==> config.mk <==
export PLATFORM = sky130hd
export DESIGN_NAME = dram_arbiter
export DESIGN_NICKNAME = d
export VERILOG_FILES = /design/src/rtl/dram_arbiter.sv
export SDC_FILE = /design/constraint.sdc
export NUM_CORES = 1
export LEC_CHECK = 0
export BUFFER_PORTS_ARGS = -buffer_cell sky130_fd_sc_hd__buf_2
export CAP_MARGIN = 15
export CORE_AREA = 4 4 303 305
export CTS_CLUSTER_DIAMETER = 120
export DETAILED_ROUTE_END_ITERATION = 16
export DIE_AREA = 0 0 307 309
export HOLD_SLACK_MARGIN = 0.06
export PLACE_DENSITY = 0.37
export SYNTH_ARGS = -nofsm -noshare
export SYNTH_HDL_FRONTEND = slang
export SYNTH_SLANG_ARGS = --single-unit
==> constraint.sdc <==
create_clock -name clk -period 3.5 [get_ports clk]
set_input_delay 0.35 -clock clk [delete_from_list [all_inputs] [get_ports clk]]
set_output_delay 0.35 -clock clk [all_outputs]
set_load 0.01 [all_outputs]
==> src/rtl/dram_arbiter.sv <==
// dram_arbiter: shares one DRAM controller user port between two requesters.
// A registered owner bit picks which requester may issue; the command path is
// combinational. A read-tag FIFO records the issuer of every accepted read,
// so returned data goes back to the right requester in issue order.
// Build option: define DRAM_ARBITER_RR_EN for round-robin ownership;
// leave it undefined for fixed priority (requester 0 highest).
module dram_arbiter #(
    parameter int ADDR_WIDTH = 27,
    parameter int DATA_WIDTH = 128,
    parameter int MASK_WIDTH = 16,
    parameter int TAG_DEPTH  = 32
) (
    input  logic                  clk,
    input  logic                  i_rst,
    // requester 0
    input  logic                  i_req0,
    input  logic                  i_ren0,
    input  logic                  i_wen0,
    input  logic [ADDR_WIDTH-1:0] i_addr0,
    input  logic [DATA_WIDTH-1:0] i_data0,
    input  logic [MASK_WIDTH-1:0] i_mask0,
    input  logic                  i_busy0,
    output logic                  o_busy0,
    output logic                  o_data_valid0,
    // requester 1
    input  logic                  i_req1,
    input  logic                  i_ren1,
    input  logic                  i_wen1,
    input  logic [ADDR_WIDTH-1:0] i_addr1,
    input  logic [DATA_WIDTH-1:0] i_data1,
    input  logic [MASK_WIDTH-1:0] i_mask1,
    input  logic                  i_busy1,
    output logic                  o_busy1,
    output logic                  o_data_valid1,
    // shared read data
    output logic [DATA_WIDTH-1:0] o_data,
    // command to the DRAM controller
    output logic                  o_ren,
    output logic                  o_wen,
    output logic [ADDR_WIDTH-1:0] o_addr,
    output logic [DATA_WIDTH-1:0] o_wdata,
    output logic [MASK_WIDTH-1:0] o_mask,
    output logic                  o_dram_busy_in,
    // responses from the DRAM controller
    input  logic [DATA_WIDTH-1:0] i_dram_data,
    input  logic                  i_dram_data_valid,
    input  logic                  i_dram_busy,
    // sticky error: read data arrived with no outstanding read
    output logic                  o_err
);

    localparam int PTR_W = (TAG_DEPTH > 1) ? $clog2(TAG_DEPTH) : 1;
    localparam int CNT_W = PTR_W + 1;

    // state
    logic                 owner_q, owner_d;
    logic [TAG_DEPTH-1:0] tag_q, tag_d;
    logic [PTR_W-1:0]     wptr_q, wptr_d;
    logic [PTR_W-1:0]     rptr_q, rptr_d;
    logic [CNT_W-1:0]     cnt_q, cnt_d;
    logic                 err_q, err_d;

    // combinational helpers
    logic tag_empty_s;
    logic tag_full_s;
    logic head_s;
    logic busy0_s;
    logic busy1_s;
    logic own_busy_s;
    logic own_ren_s;
    logic own_wen_s;
    logic push_s;
    logic pop_s;

    // FIFO status and the requester ID at the head of the tag FIFO
    always_comb begin
        tag_empty_s = (cnt_q == {CNT_W{1'b0}});
        tag_full_s  = (cnt_q == CNT_W'(TAG_DEPTH));
        head_s      = tag_q[rptr_q];
    end

    // Busy flags depend only on registered state and DRAM busy, never on strobes;
    // reset forces both high so nothing is issued while the arbiter initialises.
    always_comb begin
        busy0_s = i_rst | i_dram_busy | tag_full_s | owner_q;
        busy1_s = i_rst | i_dram_busy | tag_full_s | ~owner_q;
        o_busy0 = busy0_s;
        o_busy1 = busy1_s;
    end

    // Combinational command mux from the current owner; a strobe seen while the
    // owner is busy is suppressed so it can never reach the controller or tag FIFO.
    always_comb begin
        if (owner_q) begin
            own_busy_s = busy1_s;
            own_ren_s  = i_ren1;
            own_wen_s  = i_wen1;
            o_addr     = i_addr1;
            o_wdata    = i_data1;
            o_mask     = i_mask1;
        end else begin
            own_busy_s = busy0_s;
            own_ren_s  = i_ren0;
            own_wen_s  = i_wen0;
            o_addr     = i_addr0;
            o_wdata    = i_data0;
            o_mask     = i_mask0;
        end
        o_ren  = own_ren_s & ~own_busy_s;
        o_wen  = own_wen_s & ~own_busy_s & ~own_ren_s;
        push_s = o_ren;
    end

    // Read-data routing: the head tag selects the requester that sees valid data
    always_comb begin
        pop_s         = i_dram_data_valid & ~tag_empty_s & ~i_rst;
        o_data_valid0 = pop_s & ~head_s;
        o_data_valid1 = pop_s & head_s;
        o_data        = i_dram_data;
        if (tag_empty_s) begin
            o_dram_busy_in = 1'b0;
        end else if (head_s) begin
            o_dram_busy_in = i_busy1;
        end else begin
            o_dram_busy_in = i_busy0;
        end
        o_err = err_q;
    end

    // Tag FIFO next state: push on accepted read, pop on returned data
    always_comb begin
        tag_d  = tag_q;
        wptr_d = wptr_q;
        rptr_d = rptr_q;
        cnt_d  = cnt_q;
        if (push_s) begin
            tag_d[wptr_q] = owner_q;
            wptr_d        = wptr_q + PTR_W'(1);
        end else begin
            wptr_d = wptr_q;
        end
        if (pop_s) begin
            rptr_d = rptr_q + PTR_W'(1);
        end else begin
            rptr_d = rptr_q;
        end
        case ({push_s, pop_s})
            2'b10:   cnt_d = cnt_q + CNT_W'(1);
            2'b01:   cnt_d = cnt_q - CNT_W'(1);
            default: cnt_d = cnt_q;
        endcase
    end

    // Error flag: data arriving with no outstanding read is dropped and flagged
    always_comb begin
        if (i_dram_data_valid && tag_empty_s) begin
            err_d = 1'b1;
        end else begin
            err_d = err_q;
        end
    end

`ifdef DRAM_ARBITER_RR_EN
    // Round-robin ownership: hand over after an accepted command or when the
    // owner has nothing pending, but only if the other side wants the port.
    always_comb begin
        logic own_req_s;
        logic oth_req_s;
        own_req_s = owner_q ? i_req1 : i_req0;
        oth_req_s = owner_q ? i_req0 : i_req1;
        if (oth_req_s && ((o_ren | o_wen) || !own_req_s)) begin
            owner_d = ~owner_q;
        end else begin
            owner_d = owner_q;
        end
    end
`else
    // Fixed-priority ownership: requester 0 always wins when it has work
    always_comb begin
        if (i_req0) begin
            owner_d = 1'b0;
        end else if (i_req1) begin
            owner_d = 1'b1;
        end else begin
            owner_d = owner_q;
        end
    end
`endif

    // State registers with synchronous reset
    always_ff @(posedge clk) begin
        if (i_rst) begin
            owner_q <= 1'b0;
            tag_q   <= {TAG_DEPTH{1'b0}};
            wptr_q  <= {PTR_W{1'b0}};
            rptr_q  <= {PTR_W{1'b0}};
            cnt_q   <= {CNT_W{1'b0}};
            err_q   <= 1'b0;
        end else begin
            owner_q <= owner_d;
            tag_q   <= tag_d;
            wptr_q  <= wptr_d;
            rptr_q  <= rptr_d;
            cnt_q   <= cnt_d;
            err_q   <= err_d;
        end
    end

endmodule

==> results summary <==
Once detail routing completed, the nets flagged for antenna violations numbered 0. The critical setup path kind is register to register. 789 I/O pins were placed. The worst path in the final design needs a cycle of 3000 ps, including I/O delays and setup. Between clock sinks in the finished design, the worst skew comes to 8.31 ps. The post-CTS repair timing setup buffer count came out at 0.

The static leakage is 4.00 nW. The via density per instance is 2.82. For this design the total switching power over the nets is 0.996 mW.

The fraction of power consumed by the clock network is 22.9%. Counting the fill cells in the layout gives 10500. The count of hold buffers inserted by post-cts repair came out at 0. The flow ran to the end, and the final reports show no timing, DRC or antenna violations. The number of buffers created by CTS came out at 5. The final layout contains 1486 nets. Data on the critical path is required at its endpoint by 3660 ps. The pre-antenna-repair detailed-routing pass consisted of 4 iterations.

The routability-driven placement congestion ratio is 0.819. IR analysis of the VDD net gives a maximum drop of 0.183 mV. After synthesis the netlist holds a flip-flop and latch count of 50. At the pin with the least slew margin, the transition time is 1330 ps.

Setup repair after global routing left no endpoint under its margin. The synthesized netlist occupies a cell area of 5730 um2. The initial standard-cell utilization of the core is 6.41%.

The fraction of the cycle the final worst path needs is 85.6%. Measured against its own limit, the worst slew margin works out to 11.3%. The relative area change from synthesis to final layout is 55.4%. The maximum fanout count along the critical path is 11. The remaining routing DRC violations came out at 0. The half-perimeter wire length of the detailed placement result came out at 64.8 mm.

The signal arrival time at the worst endpoint came out at 3150 ps. The number of antenna violations at the first check in global routing came to 12. STA classifies the critical path endpoint as a register. The global-route wire length before repair came out at 79.5 mm.

The switching share of power came out at 43.7%. The post-route netlist has 73.3% of its cells at a drive strength greater than 1. The core footprint came out at 89300 um2. Of all flip-flops after synthesis, the portion carrying an async set or reset was 0%. The power per cell area is 256 nW/um2. The number of global-route vias before repair is 6036. The worst hold path belongs to the class input port to register.

The synthesized area per cell came out at 9.12 um2. The library cell used most frequently in the layout, excluding fill and tap cells, is sky130_fd_sc_hd__buf_2. The number of max-slew violations in the final report came out at 0. After global routing the overflow that remains totals 0. The clock net sink count came out at 50.

Derived from the worst setup path, the maximum achievable clock frequency is 0.334 GHz. In this run the core area contains 110 standard-cell rows. The die boundary height came out at 309 um.

The final-layout setup total negative slack is 0 ps. The startpoint type of the worst setup path is a register. In this run the number of H-tree levels came out at 2. The post-cts resize count is 0. The number of synthesized flops with an enable pin is 0. The sequential share of power is 26.2%. The combinational cell fraction of total power is 50.9%. The number of hold violations in the final report came out at 0. For this block, the via count after detailed routing is 6132. The count of distinct cell types in the synthesized netlist came out at 43.

In the synthesized netlist the dominant register cell turns out to be sky130_fd_sc_hd__dfxtp_1. The slack of the worst reg-to-reg path is 500 ps. The floorplan step set the die width to 307 um.

The final total power came out at 2.28 mW. In the final routed layout, each cell accounts on average for 31.9 um. Yosys printed 0 warnings. For this block, the routed nets add up to 69.4 mm of wire. The total internal power is 1.28 mW. Counting every net in the synthesized netlist gives 1118. Summing the sequential cell areas from Yosys gives 17.5% of the chip area.

The largest net degree at the start of global routing is 155. The top cell types in the final layout, fill and taps aside, are sky130_fd_sc_hd__buf_2 (532), sky130_fd_sc_hd__mux2_2 (175), sky130_fd_sc_hd__nor2_1 (50), sky130_fd_sc_hd__dfxtp_1 (49), sky130_fd_sc_hd__mux2i_1 (35). The buffer type at the clock tree root is sky130_fd_sc_hd__clkbuf_16.

The floorplan step defined a die boundary enclosing 94900 um2. The cell count after synthesis came out at 628. The overall routing resource usage is 13.7%.

At the later pin of the worst-skew pair, clock insertion delay measures 300 ps. The buffer depth of the longest clock path is 2. After the first detailed-routing iteration, the DRC count stood at 305. Setup violations remaining at the end of the flow were counted as 0. The number of buffers inserted by port buffering came out at 532.

The tool flagged a number of max-cap violations equal to 0. The clock tree from TritonCTS is done. The clock-pin slew on the worst setup and hold paths is 70 ps.
layout make-up:
type | instances | area (um2) | share of cell area [%]
flip-flops and latches | 50 | 1000 | 11.3
clock buffers | 6 | 139 | 1.56
inverters | 9 | 33.8 | 0.380
clock inverters | 2 | 16.3 | 0.183
diodes | 1 | 2.50 | 0.0281
multi-input cells | 393 | 3520 | 39.6
well taps | 1176 | 1470 | 16.5
repair buffers | 537 | 2710 | 30.5
state kept, by name, indices dropped and copies added, names as in the netlist:
register	count
owner_q	1
tag_q	32
wptr_q	5
rptr_q	5
cnt_q	6
o_err	1
power groups by stage:
stage	Combinational, mW	Sequential, mW	Clock [mW]
after floorplan	0.537	0.595	0
after global placement	1.18	0.612	0
after detailed placement	1.17	0.612	0
after CTS	1.18	0.599	0.544
after global routing	1.27	0.602	0.558
final	1.16	0.598	0.522
Yosys cell counts (2+ instances only):
library cell,count,share of area (%)
sky130_fd_sc_hd__xnor2_1,4,0.61
sky130_fd_sc_hd__buf_2,15,1.3
sky130_fd_sc_hd__inv_1,9,0.59
sky130_fd_sc_hd__xor2_1,8,1.2
sky130_fd_sc_hd__nor2_1,50,3.3
sky130_fd_sc_hd__buf_4,128,17
sky130_fd_sc_hd__nand3_1,34,3.0
sky130_fd_sc_hd__a21oi_1,10,0.87
sky130_fd_sc_hd__a32oi_1,3,0.46
sky130_fd_sc_hd__a221oi_1,2,0.31
sky130_fd_sc_hd__nand2b_1,3,0.33
sky130_fd_sc_hd__or3_1,4,0.44
sky130_fd_sc_hd__and3b_1,3,0.46
sky130_fd_sc_hd__nor3_1,4,0.35
sky130_fd_sc_hd__nand4_1,2,0.22
sky130_fd_sc_hd__mux2i_1,35,6.1
sky130_fd_sc_hd__nor2b_1,3,0.33
sky130_fd_sc_hd__mux4_2,6,2.4
sky130_fd_sc_hd__buf_6,3,0.59
sky130_fd_sc_hd__nand3b_1,2,0.26
sky130_fd_sc_hd__nand2_1,12,0.79
sky130_fd_sc_hd__dfxtp_1,50,17
sky130_fd_sc_hd__clkbuf_1,30,2.0
sky130_fd_sc_hd__o21ai_0,5,0.44
sky130_fd_sc_hd__nor3b_1,4,0.52
sky130_fd_sc_hd__ha_1,8,1.7
sky130_fd_sc_hd__mux2_2,175,34
metal layers:
metal	GRT usage (%)	wire length, um	share of wire, %	vias up
met5	0.247	28	0.040	-
met4	3.73	2150	3.1	2
met3	21.3	23600	34	42
met2	15.7	22700	33	513
met1	12.4	20900	30	2778
li1	-	-	-	2797
kinds of logic (layout without fill, tap and decap cells):
kind of cell	count (synthesis)	after routing	synth area share (%)
AO/OA/AOI/OAI	29	29	3.65
XOR/XNOR	12	12	1.84
adder cells (fa/ha/maj)	8	8	1.75
buffers and inverters	185	554	21.2
flip-flops	50	50	17.5
multiplexers	216	216	42.9
other	0	1	0
AND/OR/NAND/NOR	128	128	11.2
path summary, 6_finish.rpt:
kind / from / to / depth (start not counted)
max: cnt_q[2]$_SDFFE_PP0P_ / cnt_q[4]$_SDFFE_PP0P_ / 12
min: i_req0 / owner_q$_SDFFE_PP0P_ / 2
max reg2reg: cnt_q[2]$_SDFFE_PP0P_ / cnt_q[4]$_SDFFE_PP0P_ / 12
min reg2reg: o_err$_SDFFE_PP0P_ / o_err$_SDFFE_PP0P_ / 2
worst max-delay path: stages, from the launching register on:
cell                       delay, ps
sky130_fd_sc_hd__dfxtp_1         430
sky130_fd_sc_hd__nor4_4          420
sky130_fd_sc_hd__nand3b_1        200
sky130_fd_sc_hd__nand2_1         160
sky130_fd_sc_hd__nor2_1           80
sky130_fd_sc_hd__ha_1            340
sky130_fd_sc_hd__xor2_1          190
sky130_fd_sc_hd__ha_1            190
sky130_fd_sc_hd__a21oi_1         250
sky130_fd_sc_hd__o22ai_1         130
sky130_fd_sc_hd__a222oi_1        260
sky130_fd_sc_hd__or3_1           160
sky130_fd_sc_hd__a21oi_1          60
stage by stage:
stage | instances | hold slack, ps | setup WS (ps) | util, % | area, um2
4_1_cts | 2173 | 197 | 511 | 9.96 | 8900
3_3_place_gp | 2165 | 467 | 471 | 9.79 | 8740
5_1_grt | 2173 | 201 | 215 | 9.96 | 8900
3_5_place_dp | 2165 | 468 | 532 | 9.79 | 8740
2_1_floorplan | 628 | 427 | 594 | - | 5730
6_report | 2174 | 205 | 502 | 9.96 | 8900
Note: power is estimated with default switching activity, not from simulation.
